## src/rtl/oser_gearbox_tx.sv

```systemverilog
// -----------------------------------------------------------------------------
// oser_gearbox_tx
//
// Soft N:1 output serializer for the differential / LVDS output path.
// RATIO-bit words arrive on a valid/ready handshake. One serial bit per clk
// leaves on each channel. A word-rate clock (pclk_o) comes out of the same
// posedge-only logic.
//
// Handshake: a word transfers on a posedge where s_valid && s_ready.
// s_ready is the inverse of the hold-buffer "full" flag. While s_valid is low,
// s_data is ignored.
//
// Optional build macro:
//   OSER_PRBS_FILL_EN - when defined, underrun fill bits come from a PRBS7 LFSR
//                       (seed 7'h7F, bit = lfsr[6]) instead of all zeros.
//
// Parameters:
//   RATIO     bits per word per channel (2..16)
//   CHANNELS  serial lanes sharing one bit counter (1..8)
//   MSB_FIRST 0: bit 0 is sent first, 1: bit RATIO-1 is sent first
//
// Ports:
//   clk          in   serial bit clock, all logic on posedge
//   rst_i        in   asynchronous reset, active-low
//   enable       in   1 = run, 0 = finish the current word then idle
//   s_data       in   word, lane c uses bits [c*RATIO +: RATIO]
//   s_valid      in   s_data valid
//   s_ready      out  hold buffer can accept a word
//   q            out  serial outputs, registered
//   pclk_o       out  word-rate clock, registered
//   frame_o      out  high while bit index 0 of a word is on q
//   underrun_o   out  sticky, set when a fill word is inserted
//   underrun_clr in   clears underrun_o (a set on the same cycle wins)
//   state_o      out  debug view of the FSM state (0 idle, 1 prime, 2 run)
// -----------------------------------------------------------------------------
module oser_gearbox_tx #(
    parameter int RATIO     = 10,
    parameter int CHANNELS  = 1,
    parameter int MSB_FIRST = 0
) (
    input  logic                        clk,
    input  logic                        rst_i,
    input  logic                        enable,
    input  logic [CHANNELS*RATIO-1:0]   s_data,
    input  logic                        s_valid,
    output logic                        s_ready,
    output logic [CHANNELS-1:0]         q,
    output logic                        pclk_o,
    output logic                        frame_o,
    output logic                        underrun_o,
    input  logic                        underrun_clr,
    output logic [1:0]                  state_o
);

    localparam int W    = CHANNELS * RATIO;
    localparam int CW   = $clog2(RATIO);
    localparam int HALF = (RATIO + 1) / 2;

    localparam logic [CW-1:0] LAST_C = CW'(RATIO - 1);
    localparam logic [CW-1:0] HALF_C = CW'(HALF);

    typedef enum logic [1:0] {
        ST_IDLE  = 2'd0,
        ST_PRIME = 2'd1,
        ST_RUN   = 2'd2
    } state_e;

    state_e              state_q, state_d;
    logic [CW-1:0]       cnt_q, cnt_d;
    logic [W-1:0]        hold_q, hold_d;
    logic                hold_full_q, hold_full_d;
    logic [W-1:0]        shift_q, shift_d;
    logic [CHANNELS-1:0] q_q, q_d;
    logic                pclk_q, pclk_d;
    logic                frame_q, frame_d;
    logic                underrun_q, underrun_d;

    logic                accept;
    logic                load_hold;
    logic                load_fill;
    logic                step;
    logic [W-1:0]        src_word;

`ifdef OSER_PRBS_FILL_EN
    logic [6:0]          lfsr_q, lfsr_d;
    // Marks that the word currently being shifted is a fill word, so its
    // bits are taken from the LFSR rather than from shift_q.
    logic                fill_q, fill_d;
`endif

    assign accept = s_valid && !hold_full_q;

    always_comb begin
        state_d     = state_q;
        cnt_d       = cnt_q;
        hold_d      = hold_q;
        hold_full_d = hold_full_q;
        shift_d     = shift_q;
        q_d         = '0;
        underrun_d  = underrun_q;
        load_hold   = 1'b0;
        load_fill   = 1'b0;
        step        = 1'b0;
        src_word    = '0;
        pclk_d      = 1'b0;
        frame_d     = 1'b0;
`ifdef OSER_PRBS_FILL_EN
        lfsr_d      = lfsr_q;
        fill_d      = fill_q;
`endif

        case (state_q)
            ST_IDLE: begin
                cnt_d = '0;
                if (enable) begin
                    state_d = ST_PRIME;
                end
            end
            ST_PRIME: begin
                cnt_d = '0;
                // enable low wins over a waiting word; the word stays held.
                if (!enable) begin
                    state_d = ST_IDLE;
                end else if (hold_full_q) begin
                    load_hold = 1'b1;
                    state_d   = ST_RUN;
                end
            end
            ST_RUN: begin
                if (cnt_q == LAST_C) begin
                    cnt_d = '0;
                    if (!enable) begin
                        state_d = ST_IDLE;
                    end else if (hold_full_q) begin
                        load_hold = 1'b1;
                    end else begin
                        load_fill = 1'b1;
                    end
                end else begin
                    cnt_d = cnt_q + 1'b1;
                    step  = 1'b1;
                end
            end
            default: begin
                state_d = ST_IDLE;
                cnt_d   = '0;
            end
        endcase

        // A load puts the first bit of the new word on q straight away and
        // keeps the remaining bits in shift_q. A fill word is all zeros here.
        if (load_hold) begin
            src_word = hold_q;
        end else if (step) begin
            src_word = shift_q;
        end

        if (load_hold || load_fill || step) begin
            for (int c = 0; c < CHANNELS; c++) begin
                if (MSB_FIRST != 0) begin
                    q_d[c]                     = src_word[c*RATIO + RATIO - 1];
                    shift_d[c*RATIO +: RATIO]  = {src_word[c*RATIO +: RATIO-1], 1'b0};
                end else begin
                    q_d[c]                     = src_word[c*RATIO];
                    shift_d[c*RATIO +: RATIO]  = {1'b0, src_word[c*RATIO + 1 +: RATIO-1]};
                end
            end
        end

`ifdef OSER_PRBS_FILL_EN
        if (load_hold || load_fill) begin
            fill_d = load_fill;
        end
        if (state_d != ST_RUN) begin
            fill_d = 1'b0;
        end
        // The LFSR only advances on cycles that actually emit a fill bit.
        if (load_fill || (step && fill_q)) begin
            q_d    = {CHANNELS{lfsr_q[6]}};
            lfsr_d = {lfsr_q[5:0], lfsr_q[6] ^ lfsr_q[5]};
        end
`endif

        // Accept and load-from-hold never coincide: accept needs an empty
        // hold, load needs a full one.
        if (load_hold) begin
            hold_full_d = 1'b0;
        end
        if (accept) begin
            hold_d      = s_data;
            hold_full_d = 1'b1;
        end

        if (load_fill) begin
            underrun_d = 1'b1;
        end else if (underrun_clr) begin
            underrun_d = 1'b0;
        end

        // cnt_d is the index of the bit that will be on q after this edge.
        if (state_d == ST_RUN) begin
            pclk_d  = (cnt_d < HALF_C);
            frame_d = (cnt_d == '0);
        end
    end

    always_ff @(posedge clk or negedge rst_i) begin
        if (!rst_i) begin
            state_q     <= ST_IDLE;
            cnt_q       <= '0;
            hold_q      <= '0;
            hold_full_q <= 1'b0;
            shift_q     <= '0;
            q_q         <= '0;
            pclk_q      <= 1'b0;
            frame_q     <= 1'b0;
            underrun_q  <= 1'b0;
`ifdef OSER_PRBS_FILL_EN
            lfsr_q      <= 7'h7F;
            fill_q      <= 1'b0;
`endif
        end else begin
            state_q     <= state_d;
            cnt_q       <= cnt_d;
            hold_q      <= hold_d;
            hold_full_q <= hold_full_d;
            shift_q     <= shift_d;
            q_q         <= q_d;
            pclk_q      <= pclk_d;
            frame_q     <= frame_d;
            underrun_q  <= underrun_d;
`ifdef OSER_PRBS_FILL_EN
            lfsr_q      <= lfsr_d;
            fill_q      <= fill_d;
`endif
        end
    end

    assign s_ready    = !hold_full_q;
    assign q          = q_q;
    assign pclk_o     = pclk_q;
    assign frame_o    = frame_q;
    assign underrun_o = underrun_q;
    assign state_o    = state_q;

endmodule
```

## config.mk

```make
export PLATFORM = sky130hd
export DESIGN_NAME = oser_gearbox_tx
export DESIGN_NICKNAME = d
export VERILOG_FILES = /design/src/rtl/oser_gearbox_tx.sv
export SDC_FILE = /design/constraint.sdc
export NUM_CORES = 1
export LEC_CHECK = 0
export BUFFER_PORTS_ARGS = -buffer_cell sky130_fd_sc_hd__buf_2
export CAP_MARGIN = 30
export CORE_MARGIN = 3
export CORE_UTILIZATION = 40
export DETAILED_ROUTE_END_ITERATION = 7
export SETUP_SLACK_MARGIN = 0.05
export SLEW_MARGIN = 5
export SYNTH_ARGS = -nofsm -noshare
export SYNTH_HDL_FRONTEND = slang
export SYNTH_SLANG_ARGS = --single-unit
```

## constraint.sdc

```tcl
create_clock -name clk -period 2 [get_ports clk]
set_clock_uncertainty 0.1 [all_clocks]
set_input_delay 0.2 -clock clk [delete_from_list [all_inputs] [get_ports clk]]
set_output_delay 0.2 -clock clk [all_outputs]
set_load 0.02 [all_outputs]
```

==> After elaboration in Yosys (flattened, before gate mapping) <==
Cells that the tools add are included.
{ "op_classes": {"add_sub_neg": 1, "n_lt_le_gt_ge": 1, "n_eq_ne": 4, "muxes": 27, "reduce_logical": 8} }
{ "ops": {"columns": ["op", "n"], "rows": [
  ["2-to-1 mux 1 bit", 16],
  ["2-to-1 mux 10 bit", 1],
  ["2-to-1 mux 2 bit", 5],
  ["2-to-1 mux 9 bit", 1],
  ["2-to-1 mux 4 bit", 2],
  ["case mux 2 bit (3 select lines)", 1],
  ["adder 4 x 1 -> 4 bit, second input constant", 1],
  ["== test 2 bit, second input constant", 2],
  ["== test 4 bit, second input constant", 1],
  ["zero test 4 bit", 1],
  ["< comparator 4 x 3 -> 1 bit, second input constant", 1],
  ["nonzero test 2 bit", 2],
  ["== test 2 x 1 -> 1 bit, second input constant", 1],
  ["zero test 2 bit", 1],
  ["logical OR 1 bit", 2],
  ["case mux 1 bit (2 select lines)", 1],
  ["logical AND 1 bit", 1],
  ["zero test 1 bit", 1]
]} }
{ "word_totals": {"ff_bits": 30, "inputBits": 15, "output_inout_bits": 7, "elab_cells": 50} }

==> Depth between registers and ports, before layout <==
{ "logic_depth": {"depth_word": 7, "ltp_mapped": 7, "mapped_depth_nobuf": 6} }

==> Worst setup path after synthesis <==
Ideal clock, no wire load.
{ "synth_path": {"path_type": "reg2reg", "from": "reg state_q[0] (netlist: state_o[0])", "to": "reg shift_q[0]", "setup_time_ps": 128, "t_arrival_ps": 1580, "t_required_ps": 1772, "slack_ps": 192, "stages_incl_launch_ff": 7, "path_buffers": 1, "period_less_slack_ps": 1808, "cell_sequence": "dfrtp_1 inv_1 ha_1 and4b_1 o2111ai_2 clkbuf_8 a31oi_2"} }
{ "synth_via": {"elab_chain_cells": 4, "elab_cells_between_ends": 9, "cone_classes": "eq/ne (2); mux (5); reduce/logical (2)"} }
{ "synth_rtl": {"columns": ["element", "line_no", "source"], "rows": [
  ["from (decl)", "68", "state_e state_q, state_d;"],
  ["from (signal assigned)", "223", "state_q <= state_d;"],
  ["== test 2 bit or == test 2 x 1 -> 1 bit (tied branches)", "112", "case (state_q)"],
  ["2-to-1 mux 1 bit or case mux 1 bit (2 select lines) (tied branches)", "112", null],
  ["2-to-1 mux 9 bit or logical OR 1 bit (tied branches)", "154, 158", null],
  ["2-to-1 mux 10 bit or logical OR 1 bit (tied branches)", "152, 158", null],
  ["to (signal assigned)", "227", "shift_q <= shift_d;"],
  ["to (decl)", "72", "logic [W-1:0] shift_q, shift_d;"]
]} }
Several ways; a longest one is shown, not always the timed one.
A chain may end at the register's enable or synchronous reset.

==> Worst setup path in the final report <==
{ "layout_path": {"from": "reg state_q[0] (netlist: state_o[0])", "to": "reg shift_q[3]"} }
Same word-level chain as after synthesis.

==> flow_metrics.env <==
export IMPL_drt_first_iter_violations=34
export IMPL_p_leak_nw=0.800
export IMPL_cts_sinks=30
export IMPL_min_path_type="in2reg"
export IMPL_area_growth_pct=14.8
export IMPL_status="finished, final reports clean"
export IMPL_synth_simple_area_share_pct=15.8
export IMPL_synth_top_family_by_area="simple AND/OR/NAND/NOR gates"
export IMPL_cts_setup_buffers=0
export IMPL_power_mw=2.34
export IMPL_critical_path_class="reg2reg"
export IMPL_postRouteAntennaNets=0
export IMPL_dpl_cell_area_um2=1620
export IMPL_post_route_period_util_pct=89.4
export IMPL_fmax_mhz=559
export IMPL_postSynthCellCount=129
export IMPL_synth_seq_cells=30
export IMPL_start_util_pct=43.0
export IMPL_period_minus_slack_ps=1790
export IMPL_synth_fa_ha_area_share_pct=5.03
export IMPL_ioPinCount=22
export IMPL_worstSkewPairLatency_ps=290
export IMPL_layout_drive_gt1_share_pct=34.4
export IMPL_cp_max_fo=21
export IMPL_path_cells="inv_1, ha_2, and4b_1, o2111ai_2, buf_12, nor2_1, a31oi_2"
export IMPL_synth_edf_count=0
export IMPL_ys_seq_area_share_pct=50.3
export IMPL_synthMuxAreaShare_pct=6.71
export IMPL_crit_slowest_cell="dfrtp_2"
export IMPL_synth_distinct_cells=34
export IMPL_row_count=21
export IMPL_hpwl_um=1920
export IMPL_worstPathArrival_ps=1850
export IMPL_io_buffer_count=21
export IMPL_clkSlewWorstSetupHoldPaths_ps=60
export IMPL_slew_headroom_pct=56.3
export IMPL_synth_top_area_cell="dfrtp_1"
export IMPL_peakVddDrop_uv=538
export IMPL_synth_common_cells="30 x dfrtp_1, 17 x nand3_1, 11 x nor2_1"
export IMPL_dieWidth_um=67.1
export IMPL_end_kind="flop"
export IMPL_async_reset_ff_share_pct=100
export IMPL_worst_ep_required_time_ps=2060
export IMPL_fp_dieArea_um2=4500
export IMPL_cts_tree="done"
export IMPL_routed_via_density=5.40
export IMPL_gp_congestion=0.900
export IMPL_final_setup_tns_ps=0
export IMPL_path_buf_inv=2
export IMPL_first_pass_iters=4
export IMPL_crit_family="flip-flops"
export IMPL_synth_compound_area_share_pct=15.1
export IMPL_worst_pin_slew_ps=655
export IMPL_whs_ps=5.44
export IMPL_drc_errors=0
export IMPL_ys_warn_count=0
export IMPL_num_vias=1079
export IMPL_synth_xor_area_share_pct=0.587
export IMPL_fin_area_um2=1710
export IMPL_antenna_found_initial=0
export IMPL_synth_main_ff_cell="dfrtp_1"
export IMPL_finalSetupViolations=0
export IMPL_yosys_area_top_type_share_pct=50.3
export IMPL_synth_area_per_cell_um2=11.6
export IMPL_drv_cap=0
export IMPL_clock_path_buffers=2
export IMPL_clockRootBuffer="clkbuf_8"
export IMPL_power_density_nw_per_um2=1370
export IMPL_critPathMaxStageDelay_ps=440
export IMPL_drt_wl_total_um=2890
export IMPL_nNetsFinal=175
export IMPL_diodes=0
export IMPL_grt_max_degree=31
export IMPL_syn_nets=150
export IMPL_core_area_um2=3470
export IMPL_cts_buffers_inserted=5
export IMPL_grt_usage_pct=15.1
export IMPL_grt_remaining_overflow=0
export IMPL_finalNonFillerCells=200
export IMPL_die_h_um=67.1
export IMPL_netlist_area_um2=1490
export IMPL_grt_pass1_vias=1122
export IMPL_place_inst=192
export IMPL_yosys_top_cells_area="dfrtp_1 50%, mux2_2 6.0%, a31oi_2 5.9%"
export IMPL_grt_pass1_wl_um=4960
export IMPL_startpoint_type="flop"
export IMPL_hold_viol_final=0
export IMPL_yosysMostFrequentCell="dfrtp_1"
export IMPL_wire_per_inst_um=14.5
export IMPL_htreeDepth=2
export IMPL_rsz0062_at_grt="no"
export IMPL_maxSlewViolCount=0
==> flip-flops by register name (all words and copies together) (netlist names) <==
| name | cells |
|---|---|
| pclk_o | 1 |
| q | 1 |
| state_o | 2 |
| shift_q | 9 |
| hold_full_q | 1 |
| hold_q | 10 |
| cnt_q | 4 |
| frame_o | 1 |
| underrun_o | 1 |
==> worst paths after layout <==
path	from	end	slack, ps	cells after the start
max	state_o[0]	shift_q[3]	210	7
min	underrun_clr	underrun_o	5	2
max reg2reg	state_o[0]	shift_q[3]	210	7
min reg2reg	hold_q[4]	hold_q[4]	410	1
max in group asynchronous	rst_i	state_o[0]	960	2
min in group asynchronous	rst_i	state_o[1]	380	2
==> stage by stage <==
step                      util, %  setup WS (ps)
after floorplan                 -            192
after global placement       46.7            160
after detailed placement     46.7            123
after CTS                    49.2           97.9
after global routing         49.4            104
final                        49.4            212
==> per-layer routing <==
layer  track usage (%)  wire length (um)  up-vias
li1                  -                 -      508
met1              17.8              1230      530
met2              23.4              1400       33
met3              4.38               196        8
met4              10.1                62        0
met5                 0                 0        -
==> logic make-up (layout without fill, tap and decap cells) <==
family                     Yosys count  after routing
adders and majority gates            6              6
and+or+nand+nor                     44             44
buffers and inverters               14             39
xor gates and xnor gates             1              1
DFF                                 30             30
muxes                                9              9
AOI/OAI and AO/OA                   25             25
==> power by group <==
part / leakage [nW] / total, mW / internal, mW / switching (mW)
Clock: 0.0383 / 0.453 / 0.239 / 0.214
Sequential: 0.374 / 1.00 / 0.856 / 0.147
Combinational: 0.389 / 0.882 / 0.411 / 0.471
Total: 0.800 / 2.34 / 1.51 / 0.832
==> final cells by class <==
type	instances	area [um^2]
fill	338	1760
sequential	30	752
multi-input combinational	85	651
timing repair buffer	25	150
inverter	7	26.3
tap	46	57.6
clock buffer	7	76.3
==> worst reg2reg max path: stages, from the launching register on <==
cell and delay [ps]:
dfrtp_2 440, inv_1 90, ha_2 260, and4b_1 240, o2111ai_2 140, buf_12 200, nor2_1 140, a31oi_2 40
==> timing repair <==
action	CTS	global route
hold endpoints to repair	30	0
setup endpoints to repair	0	11
resized for setup	0	3
hold buffers	1	0
==> layout by cell type, fill, tap and decap left out, types with 3 or more instances in the layout <==
cell type and count:
ha_1 5, a31oi_1 3, dfrtp_1 29, nor2_1 11, nand3_1 17, clkbuf_8 5, nand2_1 4, mux2_2 8
inv_1 7, buf_2 21, a31oi_2 7
Note: power is estimated with default switching activity, not from simulation.
